File: config.mk
export PLATFORM = sky130hd
export DESIGN_NAME = regfile_wport_arbiter_flat
export DESIGN_NICKNAME = d
export VERILOG_FILES = /design/src/rtl/regfile_wport_arbiter_if.sv /design/src/rtl/regfile_wport_arbiter.sv /design/src/flat_wrapper.sv
export SDC_FILE = /design/constraint.sdc
export NUM_CORES = 1
export LEC_CHECK = 0
export CAP_MARGIN = 20
export CORE_MARGIN = 1.5
export CORE_UTILIZATION = 34
export DETAILED_ROUTE_END_ITERATION = 10
export MAX_ROUTING_LAYER = met4
export PLACE_DENSITY = 0.8
export RECOVER_POWER = 100
export SLEW_MARGIN = 20
export SYNTH_ARGS = -nofsm -noshare
export SYNTH_HDL_FRONTEND = slang
export SYNTH_SLANG_ARGS = --single-unit
File: constraint.sdc
create_clock -name clk -period 3.3 [get_ports clk]
set_input_delay 0.99 -clock clk [delete_from_list [all_inputs] [get_ports clk]]
set_output_delay 0.99 -clock clk [all_outputs]
set_load 0.03 [all_outputs]
File: src/rtl/regfile_wport_arbiter_if.sv
// rtl/regfile_wport_arbiter_if.sv - writeback source and register-file write port bundle
interface regfile_wport_arbiter_if;
  logic        p0_we;
  logic [4:0]  p0_waddr;
  logic [31:0] p0_wdata;
  logic        p1_valid;
  logic [4:0]  p1_waddr;
  logic [31:0] p1_wdata;
  logic        p1_ready;
  logic        p2_valid;
  logic [4:0]  p2_waddr;
  logic [31:0] p2_wdata;
  logic        p2_ready;
  logic        stall_req;
  logic        we;
  logic [4:0]  waddr;
  logic [31:0] wdata;

  modport master (
    output p0_we, p0_waddr, p0_wdata,
    output p1_valid, p1_waddr, p1_wdata,
    output p2_valid, p2_waddr, p2_wdata,
    input  p1_ready, p2_ready, stall_req, we, waddr, wdata
  );

  modport slave (
    input  p0_we, p0_waddr, p0_wdata,
    input  p1_valid, p1_waddr, p1_wdata,
    input  p2_valid, p2_waddr, p2_wdata,
    output p1_ready, p2_ready, stall_req, we, waddr, wdata
  );
endinterface

File: src/rtl/regfile_wport_arbiter.sv
// rtl/regfile_wport_arbiter.sv - register-file write port arbiter: fixed-priority pipeline, round-robin mul/div and load
module regfile_wport_arbiter #(
  parameter int STARVE_LIMIT = 4,
  parameter int CNT_W        = 3
) (
  input  logic                    clk,
  input  logic                    rst,
  regfile_wport_arbiter_if.slave  bus
);

  typedef enum logic {RR_P1 = 1'b0, RR_P2 = 1'b1} rr_t;

  localparam logic [CNT_W-1:0] CNT_MAX  = '1;
  localparam logic [CNT_W-1:0] LIMIT_M1 = CNT_W'(STARVE_LIMIT - 1);

  rr_t             rr_q, rr_d;
  logic [CNT_W-1:0] cnt_q, cnt_d;
  logic            stall_q, stall_d;
  logic            we_q, we_d;
  logic [4:0]      waddr_q, waddr_d;
  logic [31:0]     wdata_q, wdata_d;

  logic p0_write, slot_free, contested, grant1, grant2, blocked;

  always_ff @(posedge clk) begin
    if (rst) begin
      rr_q    <= RR_P1;
      cnt_q   <= '0;
      stall_q <= 1'b0;
      we_q    <= 1'b0;
      waddr_q <= 5'd0;
      wdata_q <= 32'd0;
    end else begin
      rr_q    <= rr_d;
      cnt_q   <= cnt_d;
      stall_q <= stall_d;
      we_q    <= we_d;
      waddr_q <= waddr_d;
      wdata_q <= wdata_d;
    end
  end

  always_comb begin
    p0_write  = bus.p0_we && (bus.p0_waddr != 5'd0);
    slot_free = !p0_write;
    contested = slot_free && bus.p1_valid && bus.p2_valid;
    grant1    = !rst && slot_free && bus.p1_valid && (!bus.p2_valid || rr_q == RR_P1);
    grant2    = !rst && slot_free && bus.p2_valid && (!bus.p1_valid || rr_q == RR_P2);
    blocked   = (bus.p1_valid || bus.p2_valid) && !grant1 && !grant2;

    rr_d = rr_q;
    if (contested) begin
      rr_d = (rr_q == RR_P1) ? RR_P2 : RR_P1;
    end

    // Grant or no request both clear the counter; saturate rather than wrap.
    cnt_d = '0;
    if (blocked) begin
      cnt_d = (cnt_q == CNT_MAX) ? cnt_q : cnt_q + 1'b1;
    end

    stall_d = stall_q;
    if (grant1 || grant2) begin
      stall_d = 1'b0;
    end else if (blocked && cnt_q >= LIMIT_M1) begin
      stall_d = 1'b1;
    end

    // Writes to $0 from any source are accepted but never reach the register file.
    we_d    = 1'b0;
    waddr_d = waddr_q;
    wdata_d = wdata_q;
    if (p0_write) begin
      we_d    = 1'b1;
      waddr_d = bus.p0_waddr;
      wdata_d = bus.p0_wdata;
    end else if (grant1 && bus.p1_waddr != 5'd0) begin
      we_d    = 1'b1;
      waddr_d = bus.p1_waddr;
      wdata_d = bus.p1_wdata;
    end else if (grant2 && bus.p2_waddr != 5'd0) begin
      we_d    = 1'b1;
      waddr_d = bus.p2_waddr;
      wdata_d = bus.p2_wdata;
    end
  end

  assign bus.p1_ready  = grant1;
  assign bus.p2_ready  = grant2;
  assign bus.stall_req = stall_q;
  assign bus.we        = we_q;
  assign bus.waddr     = waddr_q;
  assign bus.wdata     = wdata_q;

endmodule
File: src/flat_wrapper.sv
// flat-port wrapper written by rule: the top's interface ports become plain ports
module regfile_wport_arbiter_flat 
#(
  parameter int STARVE_LIMIT = 4,
  parameter int CNT_W        = 3
)
  (clk, rst, bus_p0_we, bus_p0_waddr, bus_p0_wdata, bus_p1_valid, bus_p1_waddr, bus_p1_wdata, bus_p2_valid, bus_p2_waddr, bus_p2_wdata, bus_p1_ready, bus_p2_ready, bus_stall_req, bus_we, bus_waddr, bus_wdata);
  regfile_wport_arbiter_if bus_i ();
  input  logic clk;
  input  logic rst;
  input wire logic [$bits(bus_i.p0_we)-1:0] bus_p0_we;
  input wire logic [$bits(bus_i.p0_waddr)-1:0] bus_p0_waddr;
  input wire logic [$bits(bus_i.p0_wdata)-1:0] bus_p0_wdata;
  input wire logic [$bits(bus_i.p1_valid)-1:0] bus_p1_valid;
  input wire logic [$bits(bus_i.p1_waddr)-1:0] bus_p1_waddr;
  input wire logic [$bits(bus_i.p1_wdata)-1:0] bus_p1_wdata;
  input wire logic [$bits(bus_i.p2_valid)-1:0] bus_p2_valid;
  input wire logic [$bits(bus_i.p2_waddr)-1:0] bus_p2_waddr;
  input wire logic [$bits(bus_i.p2_wdata)-1:0] bus_p2_wdata;
  output wire logic [$bits(bus_i.p1_ready)-1:0] bus_p1_ready;
  output wire logic [$bits(bus_i.p2_ready)-1:0] bus_p2_ready;
  output wire logic [$bits(bus_i.stall_req)-1:0] bus_stall_req;
  output wire logic [$bits(bus_i.we)-1:0] bus_we;
  output wire logic [$bits(bus_i.waddr)-1:0] bus_waddr;
  output wire logic [$bits(bus_i.wdata)-1:0] bus_wdata;
  assign bus_i.p0_we = bus_p0_we;
  assign bus_i.p0_waddr = bus_p0_waddr;
  assign bus_i.p0_wdata = bus_p0_wdata;
  assign bus_i.p1_valid = bus_p1_valid;
  assign bus_i.p1_waddr = bus_p1_waddr;
  assign bus_i.p1_wdata = bus_p1_wdata;
  assign bus_i.p2_valid = bus_p2_valid;
  assign bus_i.p2_waddr = bus_p2_waddr;
  assign bus_i.p2_wdata = bus_p2_wdata;
  assign bus_p1_ready = bus_i.p1_ready;
  assign bus_p2_ready = bus_i.p2_ready;
  assign bus_stall_req = bus_i.stall_req;
  assign bus_we = bus_i.we;
  assign bus_waddr = bus_i.waddr;
  assign bus_wdata = bus_i.wdata;
  regfile_wport_arbiter #(.STARVE_LIMIT(STARVE_LIMIT), .CNT_W(CNT_W)) u_core (.clk(clk), .rst(rst), .bus(bus_i));
endmodule
Word-level counts from Yosys, hierarchy flattened
Cells that the tools add are included.
{"block": "word_totals", "register_bits": 43, "in_bits": 116, "word_cells": 50}
{"block": "classes", "add_sub_neg": 1, "order_cmp": 1, "n_eq_ne": 1, "mux": 10, "bitwise_logic": 2, "reduce_logical": 29}
{"operator": "$mux 32", "n": 3}
{"operator": "$mux 5", "n": 3}
{"operator": "$reduce_bool 5->1", "n": 3}
{"operator": "$logic_and 1x1->1", "n": 13}
{"operator": "$logic_not 1->1", "n": 6}
{"operator": "$logic_or 1x1->1", "n": 4}
{"operator": "$mux 1", "n": 4}
{"operator": "$reduce_or 2->1", "n": 2}
{"operator": "$add 3x1->3 const B", "n": 1}
{"operator": "$eq 3x3->1 const B", "n": 1}
{"operator": "$ge 3x2->1 const B", "n": 1}
{"operator": "$reduce_bool 3->1", "n": 1}
{"operator": "$not 1->1", "n": 2}

Depth between registers and ports, before layout
{"block": "logic_depth", "word_depth": 11, "mapped_depth": 8, "ltp_nobuf": 5}

Worst setup path after synthesis
Ideal clock, no wire load.
{"block": "synth_timing", "kind": "input to output", "start": "in bus_p0_waddr[4]", "end": "out bus_p2_ready", "arrival_ns": 2.355, "path_slack_ns": -0.045, "cell_stages": 4, "path_buffers": 0, "path_cell_list": "or4_1 > o21ai_4 > nand2_4 > nor2_1"}
{"block": "synth_via", "elab_chain_cells": 6}
{"item": "start, declared", "line": "flat_wrapper.sv:12", "source": "input wire logic [$bits(bus_i.p0_waddr)-1:0] bus_p0_waddr;"}
{"item": "$reduce_bool 5->1", "line": "regfile_wport_arbiter.sv:44", "source": "p0_write = bus.p0_we && (bus.p0_waddr != 5'd0);"}
{"item": "$logic_and 1x1->1", "line": "regfile_wport_arbiter.sv:44"}
{"item": "$logic_not 1->1", "line": "regfile_wport_arbiter.sv:45", "source": "slot_free = !p0_write;"}
{"item": "$logic_and 1x1->1 (3 in series)", "line": "regfile_wport_arbiter.sv:48", "source": "grant2 = !rst && slot_free && bus.p2_valid && (!bus.p1_valid || rr_q == RR_P2);"}
{"item": "end, declared", "line": "flat_wrapper.sv:21", "source": "output wire logic [$bits(bus_i.p2_ready)-1:0] bus_p2_ready;"}
No other way between the ends.

Worst setup path in the final report
{"block": "layout_timing", "start": "in bus_p0_waddr[4]", "end": "out bus_p1_ready"}
{"block": "layout_via", "elab_chain_cells": 6}
{"item": "$reduce_bool 5->1", "line": "regfile_wport_arbiter.sv:44"}
{"item": "$logic_and 1x1->1", "line": "regfile_wport_arbiter.sv:44"}
{"item": "$logic_not 1->1", "line": "regfile_wport_arbiter.sv:45"}
{"item": "$logic_and 1x1->1 (3 in series)", "line": "regfile_wport_arbiter.sv:47", "source": "grant1 = !rst && slot_free && bus.p1_valid && (!bus.p2_valid || rr_q == RR_P1);"}
{"item": "end, declared", "line": "flat_wrapper.sv:20", "source": "output wire logic [$bits(bus_i.p1_ready)-1:0] bus_p1_ready;"}
No other way between the ends.

==> flow_metrics.env <==
export IMPL_outcome="completed"
export IMPL_post_route_util_pct=65.9
export IMPL_yosys_top_cells_count="nand2_1 (65), dfxtp_1 (43), a21oi_1 (34)"
export IMPL_die_area_um2=6800
export IMPL_fp_dieH_um=82.5
export IMPL_fin_setup_tns_ns=0
export IMPL_leakage_nw=1.68
export IMPL_ant_nets=0
export IMPL_area_growth_pct=84.7
export IMPL_p_sw_mw=0.410
export IMPL_syn_num_nets=372
export IMPL_ctsHoldBuffers=0
export IMPL_hold_viol=0
export IMPL_antenna_found_initial=0
export IMPL_period_share_pct=98.5
export IMPL_cp_top_family="simple AND/OR/NAND/NOR gates"
export IMPL_worstSetupEndpointType="primary output"
export IMPL_grt_ovfl_total=0
export IMPL_clock_fmax_mhz=308
export IMPL_slew_headroom_pct=61.7
export IMPL_die_x_um=82.5
export IMPL_ys_ff_latch=43
export IMPL_post_route_drc_count=0
export IMPL_dpl_hpwl_um=5970
export IMPL_vias_per_cell=5.26
export IMPL_synth_edff_count=0
export IMPL_critPathMaxFanout=3
export IMPL_cts_tree="done"
export IMPL_yosysTopAreaCellShare_pct=40.1
export IMPL_crit_arrival_ns=2.26
export IMPL_cts_buffer_depth=2
export IMPL_ys_flop_type="dfxtp_1"
export IMPL_dp_cells=485
export IMPL_drv_slew=0
export IMPL_synth_seq_area_share_pct=40.1
export IMPL_crit_start="bus_p0_waddr[4]"
export IMPL_cpPeakStageDelay_ns=0.56
export IMPL_routed_wl_um=7810
export IMPL_regArea_um2=861
export IMPL_vias=2600
export IMPL_power_density_nw_per_um2=343
export IMPL_worst_pin_slew_ns=0.568
export IMPL_grt_total_usage_pct=22.6
export IMPL_nNetsFinal=537
export IMPL_routedWlPerCell_um=15.8
export IMPL_post_dp_cell_area_um2=3870
export IMPL_layout_min_cycle_time_ns=3.25
export IMPL_coreArea_um2=6030
export IMPL_design_area_um2=3970
export IMPL_drt_first_iter_violations=117
export IMPL_clkTransAtPathRegs_ns=0.08
export IMPL_internal_power_mw=0.950
export IMPL_peakVddDrop_uv=194
export IMPL_combPwrFrac_pct=33.5
export IMPL_ys_types=33
export IMPL_synth_most_common_cell="nand2_1"
export IMPL_pwr_share_seq_pct=42.7
export IMPL_maxCapViolCount=0
export IMPL_hp_start="u_core.bus.wdata[14]"
export IMPL_start_kind="primary input"
export IMPL_path_cells="clkdlybuf4s15_1 -> or4_4 -> o21ai_4 -> and2_4 -> buf_6"
export IMPL_worstReg2RegStart="u_core.rr_q"
export IMPL_drtPass1Iterations=4
export IMPL_synth_area_leaders="dfxtp_1 (40%), a221o_1 (15%), nand2_1 (11%)"
export IMPL_swShare_pct=30.2
export IMPL_power_frac_clock_pct=23.7
export IMPL_fillCellCount=513
export IMPL_portBuffers=156
export IMPL_worstSkewPairLatency_ns=0.29
export IMPL_ys_async_sr_fraction_pct=0
export IMPL_root_buffer="clkbuf_8"
export IMPL_grt_setup_unrepaired="false"
export IMPL_clock_sinks=43
export IMPL_htree_levels=2
export IMPL_min_path_type="register to register"
export IMPL_critPathSlowestCell="or4_4"
export IMPL_avgSynthCellArea_um2=8.49
export IMPL_worstPathRequired_ns=2.31
export IMPL_stdcell_count=494
export IMPL_multiInputGateArea_um2=1180
export IMPL_place_congestion=0.785
export IMPL_grt_pass1_wl_um=11500
export IMPL_grt_max_degree=20
export IMPL_num_antenna_cells=0
export IMPL_rows=28
export IMPL_first_global_vias=2462
export IMPL_yosys_area_top_type="dfxtp_1"
export IMPL_synth_warnings=0
export IMPL_start_util_pct=35.7
export IMPL_netlist_instances=253
export IMPL_clock_skew_ns=0.00863
export IMPL_setup_viol=0
export IMPL_critPathBufInv=2
export IMPL_drive_above_1_share_pct=8.59
export IMPL_top_level_ports=157
export IMPL_syn_area_um2=2150
export IMPL_crit_type="primary input to primary output"
export IMPL_cts_buffers=5
[registers in the layout, indices dropped and copies added, names as in the netlist]
| signal | count |
|---|---|
| u_core.bus.wdata | 32 |
| u_core.bus.waddr | 5 |
| u_core.cnt_q | 3 |
| u_core.bus.stall_req | 1 |
| u_core.bus.we | 1 |
| u_core.rr_q | 1 |
[metal layers]
| metal | vias to the layer above | track usage [%] | share of wire [%] |
|---|---|---|---|
| met1 | 1213 | 24.6 | 40 |
| met5 | - | - | 0 |
| met3 | 8 | 5.38 | 8.3 |
| met2 | 112 | 41.0 | 50 |
| met4 | 0 | 6.00 | 0.79 |
| li1 | 1267 | - | - |
[stage by stage]
step	hold WS (ns)	total power [mW]	worst slack (ns)
after floorplan	0.491	0.797	0.0904
after global placement	0.468	1.06	-0.208
after detailed placement	0.467	1.06	-0.240
after CTS	0.494	1.39	0.00610
after global routing	0.499	1.43	0.0217
final	0.485	1.36	0.0495
[cells by family after synthesis]
logic type,Yosys count,synth area share [%]
AO/OA/AOI/OAI,92,33.1
XOR/XNOR,2,0.816
flip-flops,43,40.1
buffers and inverters,21,5.77
adder cells (fa/ha/maj),3,1.75
AND/OR/NAND/NOR,91,18.1
multiplexers,1,0.466
[final timing paths]
check                                             to  slack (ns)  cells past startpoint
worst min register to register  u_core.bus.wdata[14]        0.48                      1
worst max-delay path                    bus_p1_ready        0.05                      5
worst max register to register   u_core.bus.wdata[5]        1.45                      7
worst min-delay path            u_core.bus.wdata[14]        0.48                      1
[area by class of cell]
| cell class | instances | share of cell area [%] |
|---|---|---|
| timing repair buffer | 176 | 43.9 |
| multi-input combinational | 189 | 29.7 |
| sequential | 43 | 21.7 |
| tap | 75 | 2.36 |
| clock buffer | 6 | 1.83 |
| clock inverter | 2 | 0.315 |
| inverter | 3 | 0.284 |
[cells in the final DEF (no fill, tap or decap), drive strengths merged, types with 2 or more instances in the layout]
| cell type | instances |
|---|---|
| clkbuf | 10 |
| buf | 18 |
| clkdlybuf4s15 | 3 |
| a211oi | 2 |
| a221o | 32 |
| dlygate4sd3 | 40 |
| o211ai | 2 |
| nand2 | 66 |
| and2 | 2 |
| or4 | 3 |
| dfxtp | 43 |
| xor2 | 2 |
| ha | 3 |
| a221oi | 4 |
| o21ai | 6 |
| a21oi | 34 |
| nor2 | 14 |
| o211a | 2 |
| inv | 3 |
| nand3 | 5 |
| o31ai | 5 |
| clkdlybuf4s50 | 109 |
[worst register-to-register path: cells and delay by family, from the launching register on]
kind,cells,cell delay (ns)
AO/OA/AOI/OAI,3,0.74
buffers and inverters,3,0.58
flip-flops,1,0.37
AND/OR/NAND/NOR,1,0.05
[what timing repair did]
action | 4_1_cts | 5_1_grt
endpoints found under the setup margin | 2 | 2
pin swaps | 5 | 4
gates resized for setup | 10 | 3
setup buffers | 1 | 0
[power groups by stage]
| stage | clock, mW | combinational (mW) | sequential [mW] |
|---|---|---|---|
| finish | 0.323 | 0.456 | 0.581 |
| global route | 0.355 | 0.487 | 0.586 |
| CTS | 0.336 | 0.473 | 0.583 |
| detailed placement | 0 | 0.469 | 0.595 |
| global placement | 0 | 0.464 | 0.593 |
| floorplan | 0 | 0.125 | 0.672 |
Power figures use the tool's default switching activity.
